$ cat src/rtl/multi_key_debounce.sv
// N-channel key debouncer: 2-flop sync, tick-based debounce, press/release pulses,
// and a round-robin valid/ready event stream carrying one key code per transfer.
module multi_key_debounce #(
    parameter int N_KEYS      = 8,
    parameter int CLK_FREQ_HZ = 48_000_000,
    parameter int DEBOUNCE_MS = 20,
    parameter int ACTIVE_LOW  = 1,
    localparam int KW         = (N_KEYS > 1) ? $clog2(N_KEYS) : 1
) (
    input  logic              sys_clk,
    input  logic              sys_rst,
    input  logic [N_KEYS-1:0] key_in,
    output logic [N_KEYS-1:0] key_state,
    output logic [N_KEYS-1:0] press_pulse,
    output logic [N_KEYS-1:0] release_pulse,
    output logic              evt_valid,
    input  logic              evt_ready,
    output logic [KW-1:0]     evt_key,
    output logic              evt_press,
    output logic              evt_overflow
);

    // Event handshake: the event register holds {evt_key, evt_press} while
    // evt_valid is high; a transfer happens on every clock where
    // evt_valid && evt_ready, and the register may reload in that same cycle.

    localparam int TICK_DIV = CLK_FREQ_HZ / 1000;
    localparam int PW       = (TICK_DIV > 1) ? $clog2(TICK_DIV) : 1;
    localparam int CW       = $clog2(DEBOUNCE_MS + 1);
    localparam logic [PW-1:0] PRESC_LAST = PW'(TICK_DIV - 1);
    localparam logic [CW-1:0] CNT_LAST   = CW'(DEBOUNCE_MS - 1);
    localparam logic [N_KEYS-1:0] IDLE   = {N_KEYS{ACTIVE_LOW != 0}};

    logic [N_KEYS-1:0]         sync1_q, sync2_q, pressed;
    logic [PW-1:0]             presc_q, presc_d;
    logic                      tick;
    logic [N_KEYS-1:0][CW-1:0] cnt_q, cnt_d;
    logic [N_KEYS-1:0]         state_q, state_d;
    logic [N_KEYS-1:0]         press_q, press_d, rel_q, rel_d;
    logic [N_KEYS-1:0]         ppend_q, ppend_d, rpend_q, rpend_d;
    logic [N_KEYS-1:0]         order_q, order_d;
    logic                      ovf_q, ovf_d;
    logic                      evt_valid_q;
    logic [KW-1:0]             evt_key_q;
    logic                      evt_press_q;
    logic [KW-1:0]             last_q;

    logic [N_KEYS-1:0]         pend, sel_oh, clr_press, clr_rel, pp_c, rp_c;
    logic                      any_pend, load, take, sel_press;
    logic [KW-1:0]             sel_idx;
    int                        rr_idx;

    assign pressed = (ACTIVE_LOW != 0) ? ~sync2_q : sync2_q;
    assign tick    = (presc_q == PRESC_LAST);
    assign presc_d = tick ? '0 : presc_q + 1'b1;

    always_comb begin
        state_d = state_q;
        cnt_d   = cnt_q;
        for (int i = 0; i < N_KEYS; i++) begin
            if (pressed[i] == state_q[i]) begin
                cnt_d[i] = '0;
            end else if (tick) begin
                if (cnt_q[i] == CNT_LAST) begin
                    state_d[i] = pressed[i];
                    cnt_d[i]   = '0;
                end else begin
                    cnt_d[i] = cnt_q[i] + 1'b1;
                end
            end
        end
    end

    assign press_d = state_d & ~state_q;
    assign rel_d   = ~state_d & state_q;

    // Round-robin search starting one past the last granted channel.
    assign pend = ppend_q | rpend_q;
    always_comb begin
        any_pend = 1'b0;
        sel_idx  = '0;
        rr_idx   = 0;
        for (int k = 0; k < N_KEYS; k++) begin
            rr_idx = int'(last_q) + 1 + k;
            if (rr_idx >= N_KEYS) rr_idx = rr_idx - N_KEYS;
            if (!any_pend && pend[rr_idx]) begin
                any_pend = 1'b1;
                sel_idx  = KW'(rr_idx);
            end
        end
    end

    always_comb begin
        sel_oh = '0;
        for (int i = 0; i < N_KEYS; i++) sel_oh[i] = (KW'(i) == sel_idx);
    end

    // order_q[i] = 1 means the press flag is the older of the two.
    assign sel_press = (ppend_q[sel_idx] && rpend_q[sel_idx]) ? order_q[sel_idx]
                                                              : ppend_q[sel_idx];
    assign load      = !evt_valid_q || evt_ready;
    assign take      = load && any_pend;
    assign clr_press = (take && sel_press)  ? sel_oh : '0;
    assign clr_rel   = (take && !sel_press) ? sel_oh : '0;

    assign pp_c    = ppend_q & ~clr_press;
    assign rp_c    = rpend_q & ~clr_rel;
    assign ppend_d = pp_c | press_d;
    assign rpend_d = rp_c | rel_d;
    assign ovf_d   = ovf_q | (|(press_d & ppend_q)) | (|(rel_d & rpend_q));

    always_comb begin
        order_d = order_q;
        for (int i = 0; i < N_KEYS; i++) begin
            if (pp_c[i] && rp_c[i]) order_d[i] = order_q[i];
            else if (pp_c[i])       order_d[i] = 1'b1;
            else if (rp_c[i])       order_d[i] = 1'b0;
            else                    order_d[i] = press_d[i];
        end
    end

    always_ff @(posedge sys_clk) begin
        if (sys_rst) begin
            sync1_q     <= IDLE;
            sync2_q     <= IDLE;
            presc_q     <= '0;
            cnt_q       <= '0;
            state_q     <= '0;
            press_q     <= '0;
            rel_q       <= '0;
            ppend_q     <= '0;
            rpend_q     <= '0;
            order_q     <= '0;
            ovf_q       <= 1'b0;
            evt_valid_q <= 1'b0;
            evt_key_q   <= '0;
            evt_press_q <= 1'b0;
            last_q      <= '0;
        end else begin
            sync1_q <= key_in;
            sync2_q <= sync1_q;
            presc_q <= presc_d;
            cnt_q   <= cnt_d;
            state_q <= state_d;
            press_q <= press_d;
            rel_q   <= rel_d;
            ppend_q <= ppend_d;
            rpend_q <= rpend_d;
            order_q <= order_d;
            ovf_q   <= ovf_d;
            if (load) evt_valid_q <= any_pend;
            if (take) begin
                evt_key_q   <= sel_idx;
                evt_press_q <= sel_press;
                last_q      <= sel_idx;
            end
        end
    end

    assign key_state     = state_q;
    assign press_pulse   = press_q;
    assign release_pulse = rel_q;
    assign evt_valid     = evt_valid_q;
    assign evt_key       = evt_key_q;
    assign evt_press     = evt_press_q;
    assign evt_overflow  = ovf_q;

endmodule

$ cat config.mk
export PLATFORM = sky130hd
export DESIGN_NAME = multi_key_debounce
export DESIGN_NICKNAME = d
export VERILOG_FILES = /design/src/rtl/multi_key_debounce.sv
export SDC_FILE = /design/constraint.sdc
export NUM_CORES = 1
export LEC_CHECK = 0
export CORE_AREA = 2 2 142 144
export CTS_CLUSTER_DIAMETER = 200
export DETAILED_ROUTE_END_ITERATION = 16
export DIE_AREA = 0 0 144 146
export PLACE_DENSITY = 0.45
export SETUP_SLACK_MARGIN = 0.05
export SLEW_MARGIN = 40
export SYNTH_ARGS = -nofsm -noshare
export SYNTH_HDL_FRONTEND = slang
export SYNTH_SLANG_ARGS = --single-unit
$ cat constraint.sdc
create_clock -name sys_clk -period 11.65 [get_ports sys_clk]
set_clock_uncertainty 0.05 [all_clocks]
set_input_delay 1.165 -clock sys_clk [delete_from_list [all_inputs] [get_ports sys_clk]]
set_output_delay 1.165 -clock sys_clk [all_outputs]
set_load 0.01 [all_outputs]
; ---- After elaboration in Yosys (flattened, before gate mapping)
; Cells that the tools add are included.
[totals]
regBits = 126
inputBits = 11
output_inout_bits = 30
elab_cells = 256
[op_classes]
n_addsub = 25
magnitude_cmp = 17
eq_ne = 24
muxes = 105
bitwise = 16
reduce_logical = 41
[ops]
columns = cell, count
row1 = $lt 32x5->1 const B, 8
row2 = $mux 32, 8
row3 = $ge 32x5->1 const B, 7
row4 = $sub 32x5->32 const B, 7
row5 = $add 32x4->32 const B, 3
row6 = $mux 1, 68
row7 = $add 32x3->32 const B, 2
row8 = $and 8x8->8, 6
row9 = $add 5x1->5 const B, 8
row10 = $eq 5x5->1 const B, 8
row11 = $mux 5, 8
row12 = $not 8->8, 5
row13 = $bmux 1 s3, 11
row14 = $add 32x2->32 const B, 1
row15 = $mux 3, 8
row16 = $or 8x8->8, 3
row17 = $logic_and 1x1->1, 19
row18 = $reduce_or 2->1, 9
row19 = $add 16x1->16 const B, 1
row20 = $eq 16x16->1 const B, 1
row21 = $mux 8, 2
row22 = $reduce_or 8->1, 2
row23 = $eq 3x3->1 const A, 4
row24 = $logic_not 1->1, 9
row25 = 11 further kinds, 20

; ---- Depth between registers and ports, before layout
; Gate-level depths: netlist of run 1.
[logic_depth]
word_depth = 39
ltp_mapped = 16
depth_no_buf = 13

; ---- Worst setup path before layout of run 1
; Ideal clock, no wire load.
[synth_path]
kind = flip-flop to flip-flop
from = register last_q[0]
to = register order_q[2]
t_arrival_ns = 3.599
setup_slack_ns = 7.873
stages_incl_launch_ff = 16
n_path_buf = 2
cell_sequence = dfxtp_1 > inv_2 > ha_1 > buf_4 > buf_6 > nor4b_1 > nor4_2 > mux2i_2 > nand4b_2 > a311oi_4 > o21ai_4 > o41a_1 > a22oi_4 > nor2_2 > o31ai_2 > o32ai_1
[synth_via]
elab_chain_cells = 39
elab_cells_between_ends = 108
cone_classes = 16 x add/sub / 8 x order compare / 1 x eq/ne / 59 x mux / 4 x bitwise / 20 x reduce/logical
[synth_lines]
columns = element, line_no
row1 = "start, declared", 46  ; logic [KW-1:0] last_q;
row2 = "start signal, assigned", 155  ; last_q <= sel_idx;
row3 = $add 3x1->4 (*), 84  ; rr_idx = int'(last_q) + 1 + k;
row4 = branches (longest 38 deep; another with $add 32x2->32), --
row5 = "end signal, assigned", 149  ; order_q <= order_d;
row6 = "end, declared", 41  ; logic [N_KEYS-1:0] order_q, order_d;
; Mark *: on every way between the ends. The select of a mux whose other input is x is not followed.
; A chain may end at the register's enable or synchronous reset.

; ---- Worst setup path after layout of run 1
[layout_path]
from = register last_q[0]
to = register rpend_q[3]
[layout_via]
elab_chain_cells = 38
elab_cells_between_ends = 102
cone_classes = 16 x add/sub / 8 x order compare / 1 x eq/ne / 56 x mux / 3 x bitwise / 18 x reduce/logical
[layout_lines]
columns = element, line_no
row1 = $add 3x1->4 (*), 84
row2 = branches (longest 33 deep; another with $add 32x2->32), --
row3 = $mux 8 (*), 104  ; assign clr_rel = (take && !sel_press) ? sel_oh : '0;
row4 = $not 8->8 (*), 107  ; assign rp_c = rpend_q & ~clr_rel;
row5 = $and 8x8->8 (*), 107
row6 = $or 8x8->8 (*), 109  ; assign rpend_d = rp_c | rel_d;
row7 = "end signal, assigned", 148  ; rpend_q <= rpend_d;
row8 = "end, declared", 40  ; logic [N_KEYS-1:0] ppend_q, ppend_d, rpend_q, rpend_d;
; Marks and branches as above.

==> results of run 1 <==
## metal layers
metal,track usage (%),vias to the layer above
met5,0,-
met4,6.03,0
met3,3.36,22
met2,26.3,69
met1,20.2,2482
li1,-,2636
## flip-flops by register name, indices dropped and copies added, names as in the netlist
| signal | flops |
|---|---|
| last_q | 3 |
| ppend_q | 8 |
| key_state | 8 |
| evt_valid | 1 |
| rpend_q | 8 |
| evt_press | 1 |
| sync2_q | 8 |
| order_q | 8 |
| cnt_q | 40 |
| evt_overflow | 1 |
| sync1_q | 8 |
| press_pulse | 8 |
| presc_q | 16 |
| release_pulse | 8 |
## path summary, 6_finish.rpt
check                               from                    end  slack, ns
setup / recovery  last_q[0]$_SDFFE_PP0P_  rpend_q[3]$_SDFF_PP0_       7.08
hold / removal     sync1_q[7]$_SDFF_PP1_  sync2_q[7]$_SDFF_PP1_       0.36
setup reg to reg  last_q[0]$_SDFFE_PP0P_  rpend_q[3]$_SDFF_PP0_       7.08
hold reg to reg    sync1_q[7]$_SDFF_PP1_  sync2_q[7]$_SDFF_PP1_       0.36
## cells by family after synthesis
logic type | count (synthesis) | share of synthesized area, %
buffers and inverters | 47 | 3.30
muxes | 27 | 5.06
and+or+nand+nor | 337 | 27.9
AOI/OAI and AO/OA | 130 | 15.2
DFF | 126 | 39.7
xor gates and xnor gates | 46 | 6.69
adders and majority gates | 11 | 2.16
## power by group
part | switching (W) | leakage, nW | internal [W] | total (W)
combinational | 0.000561 | 1.25 | 0.000354 | 0.000915
clock | 0.000209 | 0.305 | 0.000383 | 0.000592
sequential | 0.00000956 | 1.02 | 0.000441 | 0.000451
## per-stage QoR
| step | total power, W | cells | hold WS (ns) |
|---|---|---|---|
| 3_5_place_dp | 0.00137 | 1007 | 0.345 |
| 5_1_grt | 0.00209 | 1039 | 0.369 |
| 6_report | 0.00196 | 1039 | 0.358 |
| 3_3_place_gp | 0.00137 | 1007 | 0.342 |
| 2_1_floorplan | 0.00119 | 724 | 0.339 |
| 4_1_cts | 0.00197 | 1039 | 0.359 |
## cell type report
class	count	area share [%]
Clock buffer	17	5.55
Clock inverter	15	3.05
Inverter	20	0.980
Multi-Input combinational cell	551	47.5
Sequential cell	126	32.9
Tap cell	265	4.33
Timing Repair Buffer	45	5.70
## worst max-delay path, stage by stage (launching register included)
cell and delay, ns:
dfxtp_1 0.34, buf_4 0.34, ha_1 0.31, xor2_2 0.45, o21ai_0 0.25, o221ai_1 0.43
nand4b_2 0.25, a311o_1 0.46, o21a_1 0.29, o221ai_1 0.39, a22oi_4 0.17, nor2b_2 0.20
o31ai_1 0.38, a21oi_1 0.12
## cell usage in the layout (no fill, tap or decap), drive strengths merged, types with 8 or more instances in the layout
cell type / synthesis / final
dfxtp: 126 / 126
or2: 38 / 38
a21oi: 36 / 36
nand4: 18 / 18
nor2b: 11 / 11
a21o: 8 / 8
inv: 20 / 24
nand2: 42 / 42
nor3: 13 / 13
ha: 11 / 11
nor4: 10 / 10
mux2: 8 / 8
mux2i: 16 / 16
nor2: 130 / 130
xor2: 31 / 31
o21ai: 21 / 21
clkbuf: 13 / 17
xnor2: 15 / 15
nor4b: 10 / 10
nand2b: 18 / 18
nand3: 23 / 23
clkdlybuf4s50: 0 / 39
==> reports/qor.txt, run 1 <==
Main synth FF type = dfxtp_1
# IOs = 41
RSZ-0062 raised after global routing = false
Total Wirelength = 15.8 mm
Antenna violations before repair = 0
Critical path type = flip-flop to flip-flop
Area share of the largest cell type after synthesis = 39.7%
Die H = 146 microns
Total GRT Usage = 15.9%
Area contributors post-synth = dfxtp_1 (40%), nor2_1 (7.6%), xor2_1 (4.1%)
Fin. Hold Viols = 0
Top sig layer = met4
Final core occ = 39.6%
Setup crit end kind = flip-flop
Root Driver = clkbuf_16
Worst-Skew Late Latency = 0.42 ns
Max-slew violation count = 0
Pleak = 2.57 nW
Pre-CTS WS = 7.10 ns
Placed Instance Area = 7000 sq um
PnR worst setup slack = 7.08 ns
Pwr per Cell Area = 256 nW/um^2
Post-CTS Resized = 0
Syn Area/Cell = 8.78 sq um
Mapped Cells = 724
Post-synthesis sequential area ratio = 39.7%
Residual DRC = 0
Post-synth ARST share = 0%
Vias = 5209
Largest net degree at the start of global routing = 84
CP Max Fanout = 34
Met3 Routed Length = 485 microns
Max Buffers Root-to-Sink = 2
First-pass GRT wire length = 26.4 mm
Worst hold path type = flip-flop to flip-flop
Post-DP HPWL = 11.5 mm
Tmin final = 4.57 ns
Hold Path Stages = 1
Worst R2R Path Depth = 13
Slew Limit Headroom = 58.0%
Ant. Diodes = 0
Iteration-0 DRC Markers = 252
Share of layout cells above drive strength 1 = 15.0%
# rows = 51
CTS clk-pin slew, worst paths = 0.06 ns
Core area = 19300 sq um
Worst Path Required = 11.87 ns
Setup bufs post-CTS = 0
Max Freq = 219 MHz
Number of global-route vias before repair = 5237
Setup TNS = 0 ns
Layout Nets = 783
Count of different cell masters after synthesis = 84
WL met1 = 7.36 mm
Fin area = 7660 sq um
FILL cells = 1958
# port buffers = 40
Via/cell ratio = 5.01
Initial Util = 32.9%
Crit path launch type = flip-flop
Reg area = 2520 sq um
GRT Residual Overflow = 0
Total die area = 21000 sq um
Peak VDD IR = 0.000131 V
Leading area contributor after synthesis = dfxtp_1
Top-count cell post-synth = nor2_1
Worst EP arrival = 4.79 ns
Die X = 144 microns
Post-synth EDFFs = 0
CTS sink count = 126
Most instantiated cells after synthesis = nor2_1 (129), dfxtp_1 (126), nand2_1 (42)
Routed Antenna Nets = 0
CTS buffer count = 17
WL/cell = 15.3 microns
Area of the multi-input gates = 3630 sq um
CTS tree = built
Yosys Warn Count = 0
Synthesized area = 6360 sq um
Final setup violation count = 0
Worst slew pin tran = 0.624 ns
Final period util = 39.3%
CTS HTree Levels = 4
WL met2 = 7.77 mm
GPL Wtd Cong = 0.827
Syn_nets = 746
Outcome = complete, no violations
Hold bufs inserted after CTS = 0
Layout area overhead = 20.4%
Register bit total from synthesis = 126
1st-pass router iterations = 4
Max Cap Viol = 0
Power figures use the tool's default switching activity.
==> inputs of run 2 (changes only) <==
==> constraint.sdc (replaced) <==
create_clock -name sys_clk -period 4.47 [get_ports sys_clk]
set_clock_uncertainty 0.05 [all_clocks]
set_input_delay 0.447 -clock sys_clk [delete_from_list [all_inputs] [get_ports sys_clk]]
set_output_delay 0.447 -clock sys_clk [all_outputs]
set_load 0.01 [all_outputs]
==> run 2 against run 1 <==
Compared with the run above:
- wire length increased by 2.4%
- clock-buffer cell count grew 3
- core utilization rose by 0.31 points
- sequential share of layout area decreased by 0.26 points
- critical path depth unchanged
- global-route usage rose by 0.17 points
- critical endpoint is now order_q[1]$_SDFFE_PP0N_
- highest routed layer unchanged
==> reports/qor.txt, run 2 (synthesis results as in run 1) <==
Outcome = complete, no violations
Max FFs per register = 40
Pint = 0.00317 W
Tmin final = 4.16 ns
Most frequent cells in the layout = nor2_1 (128), dfxtp_1 (126), nand2_1 (42)
GPL Wtd Cong = 0.874
1st-pass router iterations = 5
# rows = 51
Largest reg by FF count = cnt_q
Final period util = 93.0%
Layout area overhead = 21.4%
Routed Antenna Nets = 0
CTS clk-pin slew, worst paths = 0.06 ns
Setup crit end kind = flip-flop
Number of global-route vias before repair = 5149
GRT Residual Overflow = 0
Total GRT Usage = 16.1%
Register share of total power = 22.3%
CTS buffer count = 17
Via/cell ratio = 5.08
CTS sink count = 126
Peak VDD IR = 0.000483 V
Gate power share = 49.6%
Reg area = 2520 sq um
Clk pwr share = 28.1%
Total die area = 21000 sq um
Most common cell after layout, fill and taps aside = nor2_1
Share of layout cells above drive strength 1 = 15.9%
Hold wc startpoint = sync1_q[3]$_SDFF_PP1_
Total Wirelength = 16.2 mm
CP max stage delay = 0.49 ns
Core area = 19300 sq um
Sw Pwr = 0.00211 W
CTS HTree Levels = 4
Vias = 5323
Crit path launch type = flip-flop
Residual DRC = 0
CTS tree = built
Post-DP HPWL = 11.9 mm
Critical R2R Launch = last_q[0]$_SDFFE_PP0P_
# port buffers = 40
WL/cell = 15.5 microns
Worst slew pin tran = 0.696 ns
Max Freq = 240 MHz
Iteration-0 DRC Markers = 287
RSZ-0062 raised after global routing = false
Total power = 0.00528 W
Layout Nets = 791
Max-slew violation count = 0
Largest regs = cnt_q (40), presc_q (16)
Worst-Skew Late Latency = 0.42 ns
CP Max Fanout = 34
Worst hold path type = flip-flop to flip-flop
Max Buffers Root-to-Sink = 2
Net Sw Frac = 40.0%
Root Driver = clkbuf_16
Area of the multi-input gates = 3660 sq um
FILL cells = 1935
Die H = 146 microns
Slowest-stage cell, CP = o41a_1
Worst EP arrival = 4.41 ns
First-pass GRT wire length = 26.6 mm
Final setup violation count = 0
Largest net degree at the start of global routing = 46
Antenna violations before repair = 0
Ant. Diodes = 0
Slew Limit Headroom = 53.6%
Fin. Hold Viols = 0
Setup TNS = 0 ns
Worst Path Required = 4.72 ns
Hold Slack = 0.353 ns
Pleak = 2.61 nW
# IOs = 41
Cell Chain, Critical Path = buf_6 > ha_1 > xor2_4 > mux4_2 > o221a_4 > and2_4 > a311oi_4 > o21ai_4 > o41a_1 > a21o_1 > o21ai_0 > a21oi_1 > o2bb2ai_1
Pwr per Cell Area = 684 nW/um^2
Die X = 144 microns
Critical path type = flip-flop to flip-flop
Max Cap Viol = 0
Initial Util = 32.9%
Worst setup path start = last_q[0]$_SDFFE_PP0P_
run 2: worst paths after layout:
kind / slack [ns] / to / cells after the start
worst min register to register: 0.35 / sync2_q[3]$_SDFF_PP1_ / 1
worst min-delay path: 0.35 / sync2_q[3]$_SDFF_PP1_ / 1
worst max register to register: 0.31 / order_q[1]$_SDFFE_PP0N_ / 13
worst max-delay path: 0.31 / order_q[1]$_SDFFE_PP0N_ / 13
run 2: through the flow:
| stage | cells | setup slack [ns] | cell area, sq um | utilization, % |
|---|---|---|---|---|
| 4_1_cts | 1047 | 0.208 | 7680 | 39.7 |
| 2_1_floorplan | 724 | 0.693 | 6360 | - |
| 5_1_grt | 1047 | 0.0570 | 7720 | 39.9 |
| 3_3_place_gp | 1015 | 0.213 | 7050 | 36.5 |
| 3_5_place_dp | 1015 | 0.241 | 7050 | 36.5 |
| 6_report | 1047 | 0.312 | 7720 | 39.9 |
run 2: power groups by stage:
| stage | Sequential, W | Clock [W] | Combinational [W] |
|---|---|---|---|
| 6_report | 0.00118 | 0.00148 | 0.00262 |
| 5_1_grt | 0.00118 | 0.00157 | 0.00282 |
| 4_1_cts | 0.00117 | 0.00153 | 0.00254 |
| 3_5_place_dp | 0.00120 | 0 | 0.00253 |
| 3_3_place_gp | 0.00120 | 0 | 0.00256 |
| 2_1_floorplan | 0.00120 | 0 | 0.00191 |
run 2: critical path, delay by kind of cell, from the launching register on:
| family | cells | cell delay [ns] |
|---|---|---|
| and+or+nand+nor | 1 | 0.17 |
| xor gates and xnor gates | 1 | 0.26 |
| adders and majority gates | 1 | 0.35 |
| AOI/OAI and AO/OA | 8 | 2.17 |
| DFF | 1 | 0.35 |
| muxes | 1 | 0.42 |
| buffers and inverters | 1 | 0.26 |
run 2: timing repair:
action | in CTS | in global routing
setup endpoints to repair | 0 | 13
buffers inserted | 0 | 0
gates resized for setup | 0 | 7
hold buffers | 0 | 0
run 2: final cells by class:
class                   instances  share of cell area, %
clock inverters                12                   2.38
clock buffers                  20                   5.79
multi-input cells             551                   47.5
inverters                      20                  0.972
flip-flops and latches        126                   32.7
well taps                     265                   4.29
repair buffers                 53                   6.43
run 2: metal layers:
metal / vias up / track usage [%] / routed length (microns) / part of all wire [%]
met2: 74 / 26.8 / 7920 / 49
met5: - / 0 / 0 / 0
met1: 2552 / 20.0 / 7460 / 46
met3: 30 / 3.78 / 450 / 2.8
met4: 0 / 6.08 / 398 / 2.5
li1: 2667 / - / - / -
